`src/rtl/cpu24_pkg.sv`:
```
// Shared definitions for the cpu24 instruction-fetch slice: word width,
// fetch FSM states, default reset PC and the prefetch-queue entry layout.
package cpu24_pkg;

   localparam int WORD_W = 24;

   typedef logic [WORD_W-1:0] word_t;

   localparam word_t RESET_PC_DEFAULT = 24'h000000;

   // IDLE lasts exactly one cycle after reset; DRAIN discards stale responses
   // left in flight by a redirect.
   typedef enum logic [1:0] {
      ST_IDLE  = 2'd0,
      ST_FETCH = 2'd1,
      ST_DRAIN = 2'd2
   } fetch_state_t;

   // One prefetch-queue entry: the instruction word and the address it came from.
   typedef struct packed {
      word_t data;
      word_t pc;
   } qent_t;

endpackage

```
`src/rtl/cpu24_ifetch_fifo.sv`:
```
// Prefetch queue for cpu24_ifetch: power-of-two circular buffer with a
// synchronous flush that empties it in one cycle. The caller guarantees it
// never pushes into a full queue; the guard here only keeps the count sane.
module cpu24_ifetch_fifo #(
   parameter int DEPTH   = 4,
   parameter int ENTRY_W = 48
) (
   input  logic                     clk,
   input  logic                     rst,
   input  logic                     flush,
   input  logic                     push,
   input  logic [ENTRY_W-1:0]       push_data,
   input  logic                     pop,
   output logic [ENTRY_W-1:0]       head,
   output logic                     empty,
   output logic [$clog2(DEPTH):0]   count
);

   localparam int PTR_W = $clog2(DEPTH);
   localparam int CNT_W = PTR_W + 1;

   logic [ENTRY_W-1:0] mem [DEPTH];
   logic [PTR_W-1:0]   wr_ptr;
   logic [PTR_W-1:0]   rd_ptr;
   logic               push_ok;
   logic               pop_ok;

   assign empty   = (count == '0);
   assign pop_ok  = pop & ~empty;
   assign push_ok = push & (count != CNT_W'(DEPTH));
   assign head    = mem[rd_ptr];

   // Entry storage: written on push, never reset.
   // NOTE: the storage array has no reset; validity is tracked by the pointers
   // and count alone, which keeps the array a plain RAM with no reset fan-out.
   always_ff @(posedge clk) begin
      if (push_ok && !flush) begin
         mem[wr_ptr] <= push_data;
      end
   end

   // Read/write pointers and occupancy; flush wins over push and pop.
   // NOTE: sequential state uses non-blocking assignments so every register
   // samples the pre-edge values, independent of statement order.
   always_ff @(posedge clk) begin
      if (!rst) begin
         wr_ptr <= '0;
         rd_ptr <= '0;
         count  <= '0;
      end else if (flush) begin
         wr_ptr <= '0;
         rd_ptr <= '0;
         count  <= '0;
      end else begin
         if (push_ok) wr_ptr <= wr_ptr + PTR_W'(1);
         if (pop_ok)  rd_ptr <= rd_ptr + PTR_W'(1);
         count <= count + CNT_W'(push_ok) - CNT_W'(pop_ok);
      end
   end

endmodule

```
`src/rtl/cpu24_ifetch.sv`:
```
// cpu24 instruction fetch unit: issues sequential word reads, buffers the
// in-order responses in a prefetch queue and hands them to decode. A redirect
// flushes the queue and discards responses still in flight.
// Optional build macro CPU24_IFETCH_PERF_EN adds saturating perf counters
// perf_fetch (accepted requests) and perf_stall (FETCH cycles, queue empty).
module cpu24_ifetch
   import cpu24_pkg::*;
#(
   parameter int    DEPTH    = 4,
   parameter word_t RESET_PC = RESET_PC_DEFAULT
) (
   input  logic              clk,
   input  logic              rst,
   input  logic              redir_valid,
   input  logic [WORD_W-1:0] redir_pc,
   output logic              mreq_valid,
   output logic [WORD_W-1:0] mreq_addr,
   input  logic              mreq_ready,
   input  logic              mrsp_valid,
   input  logic [WORD_W-1:0] mrsp_data,
   output logic              dec_valid,
   output logic [WORD_W-1:0] dec_instr,
   output logic [WORD_W-1:0] dec_pc,
   input  logic              dec_ready
`ifdef CPU24_IFETCH_PERF_EN
   ,
   output logic [31:0]       perf_fetch,
   output logic [31:0]       perf_stall
`endif
);

   localparam int CNT_W = $clog2(DEPTH) + 1;

   fetch_state_t     state;
   fetch_state_t     state_next;
   word_t            fetch_pc;
   word_t            rsp_pc;
   logic [CNT_W-1:0] outstanding;
   logic [CNT_W-1:0] outstanding_next;
   logic [CNT_W-1:0] discard;
   logic [CNT_W-1:0] q_count;
   logic             q_empty;
   qent_t            q_head;
   qent_t            push_ent;
   logic             req_fire;
   logic             rsp_seen;
   logic             rsp_push;
   logic             dec_fire;

   // Handshake decode: request gating, response routing and decode handoff.
   // NOTE: every signal gets a default at the top of always_comb so no path
   // leaves it unassigned, which would otherwise infer a latch.
   always_comb begin
      mreq_valid = 1'b0;
      if (state == ST_FETCH) begin
         // Reserve a slot for every outstanding request so responses always fit.
         mreq_valid = (int'(q_count) + int'(outstanding)) < DEPTH;
      end
      req_fire         = mreq_valid & mreq_ready;
      rsp_seen         = mrsp_valid & (outstanding != '0);
      rsp_push         = rsp_seen & ~redir_valid & (state == ST_FETCH);
      dec_valid        = ~q_empty & ~redir_valid;
      dec_fire         = dec_valid & dec_ready;
      outstanding_next = outstanding + CNT_W'(req_fire) - CNT_W'(rsp_seen);
      push_ent         = '{data: mrsp_data, pc: rsp_pc};
      dec_instr        = q_empty ? '0 : q_head.data;
      dec_pc           = q_empty ? '0 : q_head.pc;
   end

   assign mreq_addr = fetch_pc;

   // Next-state logic; a redirect overrides the per-state transitions.
   always_comb begin
      state_next = state;
      unique case (state)
         ST_IDLE:  state_next = ST_FETCH;
         ST_FETCH: state_next = ST_FETCH;
         ST_DRAIN: if (rsp_seen && discard == CNT_W'(1)) state_next = ST_FETCH;
         default:  state_next = ST_IDLE;
      endcase
      if (redir_valid) begin
         state_next = (outstanding_next != '0) ? ST_DRAIN : ST_FETCH;
      end
   end

   // FSM state register.
   always_ff @(posedge clk) begin
      if (!rst) state <= ST_IDLE;
      else      state <= state_next;
   end

   // PCs, in-flight request count and stale-response discard count.
   always_ff @(posedge clk) begin
      if (!rst) begin
         fetch_pc    <= RESET_PC;
         rsp_pc      <= RESET_PC;
         outstanding <= '0;
         discard     <= '0;
      end else begin
         outstanding <= outstanding_next;
         if (redir_valid) begin
            fetch_pc <= redir_pc;
            rsp_pc   <= redir_pc;
            // Everything still in flight after this cycle belongs to the old stream.
            discard  <= outstanding_next;
         end else begin
            if (req_fire) fetch_pc <= fetch_pc + 24'd1;
            if (rsp_push) rsp_pc   <= rsp_pc + 24'd1;
            if (state == ST_DRAIN && rsp_seen) discard <= discard - CNT_W'(1);
         end
      end
   end

   cpu24_ifetch_fifo #(
      .DEPTH   (DEPTH),
      .ENTRY_W (2 * WORD_W)
   ) u_fifo (
      .clk       (clk),
      .rst       (rst),
      .flush     (redir_valid),
      .push      (rsp_push),
      .push_data (push_ent),
      .pop       (dec_fire),
      .head      (q_head),
      .empty     (q_empty),
      .count     (q_count)
   );

`ifdef CPU24_IFETCH_PERF_EN
   // Saturating counters: accepted requests and FETCH cycles with nothing queued.
   always_ff @(posedge clk) begin
      if (!rst) begin
         perf_fetch <= '0;
         perf_stall <= '0;
      end else begin
         if (req_fire && perf_fetch != '1) perf_fetch <= perf_fetch + 32'd1;
         if (q_empty && state == ST_FETCH && perf_stall != '1) perf_stall <= perf_stall + 32'd1;
      end
   end
`else
   // Default build carries no performance counters.
`endif

endmodule

```
`config.mk`:
```
export PLATFORM = sky130hd
export DESIGN_NAME = cpu24_ifetch
export DESIGN_NICKNAME = d
export VERILOG_FILES = /design/src/rtl/cpu24_pkg.sv /design/src/rtl/cpu24_ifetch_fifo.sv /design/src/rtl/cpu24_ifetch.sv
export SDC_FILE = /design/constraint.sdc
export NUM_CORES = 1
export LEC_CHECK = 0
export BUFFER_PORTS_ARGS = -buffer_cell sky130_fd_sc_hd__buf_2
export CAP_MARGIN = 20
export CORE_MARGIN = 2
export CORE_UTILIZATION = 40
export CTS_CLUSTER_DIAMETER = 30
export DETAILED_ROUTE_END_ITERATION = 8
export PLACE_DENSITY = 0.64
export REMOVE_ABC_BUFFERS = 1
export SYNTH_ARGS = -nofsm -noshare
export SYNTH_HDL_FRONTEND = slang
export SYNTH_SLANG_ARGS = --single-unit
export TNS_END_PERCENT = 30
```
`constraint.sdc`:
```
create_clock -name clk -period 3.15 [get_ports clk]
set_input_delay 0.315 -clock clk [delete_from_list [all_inputs] [get_ports clk]]
set_output_delay 0.315 -clock clk [all_outputs]
set_load 0.02 [all_outputs]
```
==> metrics.cfg <==
[outcome]
status = finished with violations
violations = setup timing

[worst_setup_path]
critPathRequiredTime_ns = 3.64
crit_type = reg2reg
path_max_fanout = 2
crit_path_start_kind = flop
rr_endpoint = state[0]
r2r_slack_ns = -0.04
end_kind = flop
arrival_ns = 3.68
reg2regPathDepth = 13
reg2reg_from = outstanding[2]

[timing]
setup_viol = 2
max_slew_margin_pct = 56.0
setup_tns_ns = -0.0439
finClkSkew_ns = 0.0176
finalCriticalPeriod_ns = 3.19
worstMarginPinSlew_ns = 0.660
fmax_mhz = 313
grt_setup_unrepaired = true
worst_hold_slack_ns = 0.0204
setup_slack_ns = -0.0431
finalMaxSlewViolations = 0
hold_viol_final = 0
finalCritPeriodShare_pct = 101

[placed_design]
hpwlAfterDp_um = 14200
port_buffers = 127
place.gp.congestion = 0.767

[detailed_routing]
wl_per_cell_um = 18.0
drc_errors = 0
first_pass_iters = 5
vias = 6529
antenna_left = 0
drt-total-wl_um = 22700
routed_via_density = 5.16
drt_iter0_markers = 546

[min_path]
whs_endpoint = u_fifo.mem[3][41]
hold_path.startpoint = mrsp_data[17]
hold_class = in2reg
holdPathStages = 1

[clocking]
numClockSinks = 257
htree_levels = 2
clock_latency_ns = 0.55
clockRootBuffer = clkbuf_16
cts_tree = yes
cts_buffers = 49
path_clk_slew_ns = 0.05
clock_path_buffers = 3

[yosys]
syn_area_um2 = 10600
synth_top_cell_by_area = edfxtp_1
async_flop_share_pct = 0
yosysWarningCount = 0
ys_seq_area_share_pct = 66.7
ys_types = 46
synth_common_cells = 192 x edfxtp_1, 65 x dfxtp_1, 48 x mux4_2, 48 x nor2b_1, 40 x a21oi_1
syn_area_per_cell_um2 = 15.2
synth.most_common_cell = edfxtp_1
synth_edf_count = 192
synth_top_area_share_pct = 54.4
ys.flop_type = edfxtp_1
netlist_instances = 696
synth-seq-cells = 257
synth_area_leaders = edfxtp_1 54%, dfxtp_1 12%, mux4_2 10%

[global_routing]
grt_max_degree = 71
grt_pass1_wl_um = 36100
track_usage_pct = 16.5
antenna_found_initial = 0
grt_pass1_vias = 6628
overflow = 0

[pwr]
ir_drop_uv = 504
leakagePower_uw = 0.00493
power_density_nw_per_um2 = 707
internal-power_uw = 7460
seqPwrFrac_pct = 39.9
swShare_pct = 23.2
switchingPower_uw = 2260
clkPwrFrac_pct = 52.9
combPwrFrac_pct = 7.2

[cells_and_area]
fill_cells = 2134
drive_gt1_share_pct = 32.7
area_growth_pct = 29.7
n_antenna_cell = 0
nets = 959

[flow_run]
drv_cap = 0

[floorplan]
io_pins = 128
die-area_um2 = 27800
core_area_um2 = 26100
start_util_pct = 40.6
die_h_um = 167
die_x_um = 167
core.rowCount = 59

-- layout make-up --
cell class | count | area (µm²) | share of cell area, %
Clock buffer | 61 | 1330 | 9.70
Multi-Input combinational cell | 386 | 3360 | 24.5
Sequential cell | 257 | 7070 | 51.5
Inverter | 21 | 78.8 | 0.574
Clock inverter | 31 | 358 | 2.61
Tap cell | 335 | 419 | 3.05
Timing Repair Buffer | 174 | 1110 | 8.07
-- stage by stage --
| stage | util [%] | power (µW) | setup WS (ns) | instances | area [µm²] |
|---|---|---|---|---|---|
| 4_1_cts | 52.7 | 9790 | -0.0384 | 1265 | 13700 |
| 6_report | 52.7 | 9710 | -0.0431 | 1265 | 13700 |
| 5_1_grt | 52.7 | 10100 | -0.220 | 1265 | 13700 |
| 2_1_floorplan | - | 4310 | -1.50 | 664 | 10500 |
| 3_5_place_dp | 45.2 | 4580 | -0.118 | 1150 | 11800 |
| 3_3_place_gp | 45.2 | 4570 | -0.0839 | 1150 | 11800 |
-- power groups by stage --
stage               combinational, µW  clock (µW)  sequential [µW]
floorplan                         372           0             3930
global placement                  642           0             3930
detailed placement                652           0             3930
CTS                               690        5230             3870
global route                      779        5410             3890
finish                            699        5140             3870
-- repair_timing --
item	4_1_cts	5_1_grt
gates cloned	0	0
endpoints found under the setup margin	3	4
pin swaps	3	1
hold buffers	23	0
buffers inserted	0	0
endpoints found under the hold margin	92	0
resized for setup	5	3
-- sequential cells by signal, summed over array words and instances, names as in the netlist, named ones only --
register / flops
state: 2
rsp_pc: 24
u_fifo.rd_ptr: 2
mreq_addr: 24
u_fifo.mem: 192
discard: 3
outstanding: 3
u_fifo.count: 3
u_fifo.wr_ptr: 2
-- worst max-delay path by stage --
stage | from | end | slack, ns | depth (start not counted)
final | outstanding[2] | state[0] | -0.04 | 13
after global routing | outstanding[2] | state[0] | -0.22 | 13
after CTS | outstanding[2] | state[0] | -0.04 | 13
after detailed placement | outstanding[2] | state[0] | -0.12 | 13
after global placement | outstanding[2] | state[0] | -0.08 | 13
after floorplan | u_fifo.count[2] | u_fifo.count[2] | -1.50 | 9
-- layout by cell type, fill, tap and decap left out, types with 12 or more instances in the layout --
cell / instances
clkbuf_16: 50
buf_2: 127
edfxtp_1: 192
o21ai_0: 26
nand3_1: 25
a21oi_1: 40
dlygate4sd3_1: 23
nand4_1: 19
xor2_1: 30
xnor2_1: 19
mux4_2: 48
nor2b_1: 48
nand2_1: 15
dfxtp_1: 61
and3_1: 14
inv_1: 20
ha_1: 12
nor2_1: 27
buf_4: 19
-- worst max-delay path, cell delays in order, from the launching register on --
cell      delay, ns
dfxtp_2        0.33
ha_4           0.23
or4b_4         0.49
or4b_4         0.56
ha_4           0.22
inv_1          0.05
ha_1           0.12
inv_1          0.05
fa_2           0.33
xor2_1         0.15
xnor2_1        0.20
nand4b_1       0.15
o21ai_2        0.09
o211a_1        0.15
-- kinds of logic (layout without fill, tap and decap cells) --
kind of cell / count (synthesis) / count (layout) / share of synthesized area, %
mux: 51 / 51 / 10.5
xor+xnor: 49 / 49 / 4.05
flops: 257 / 257 / 66.7
fa+ha+maj: 16 / 16 / 2.03
simple gates: 184 / 184 / 10.2
compound gates: 86 / 86 / 4.51
buf+inv: 53 / 287 / 1.98
-- routing by layer --
metal  vias to the layer above  part of all wire, %  track usage (%)
li1                       3064                    -                -
met1                      3215                   47             23.5
met2                       214                   46             25.5
met3                        36                  5.7             3.45
met4                         0                  1.9             5.25
met5                         -                    0                0
(Power assumes the default switching activity.)
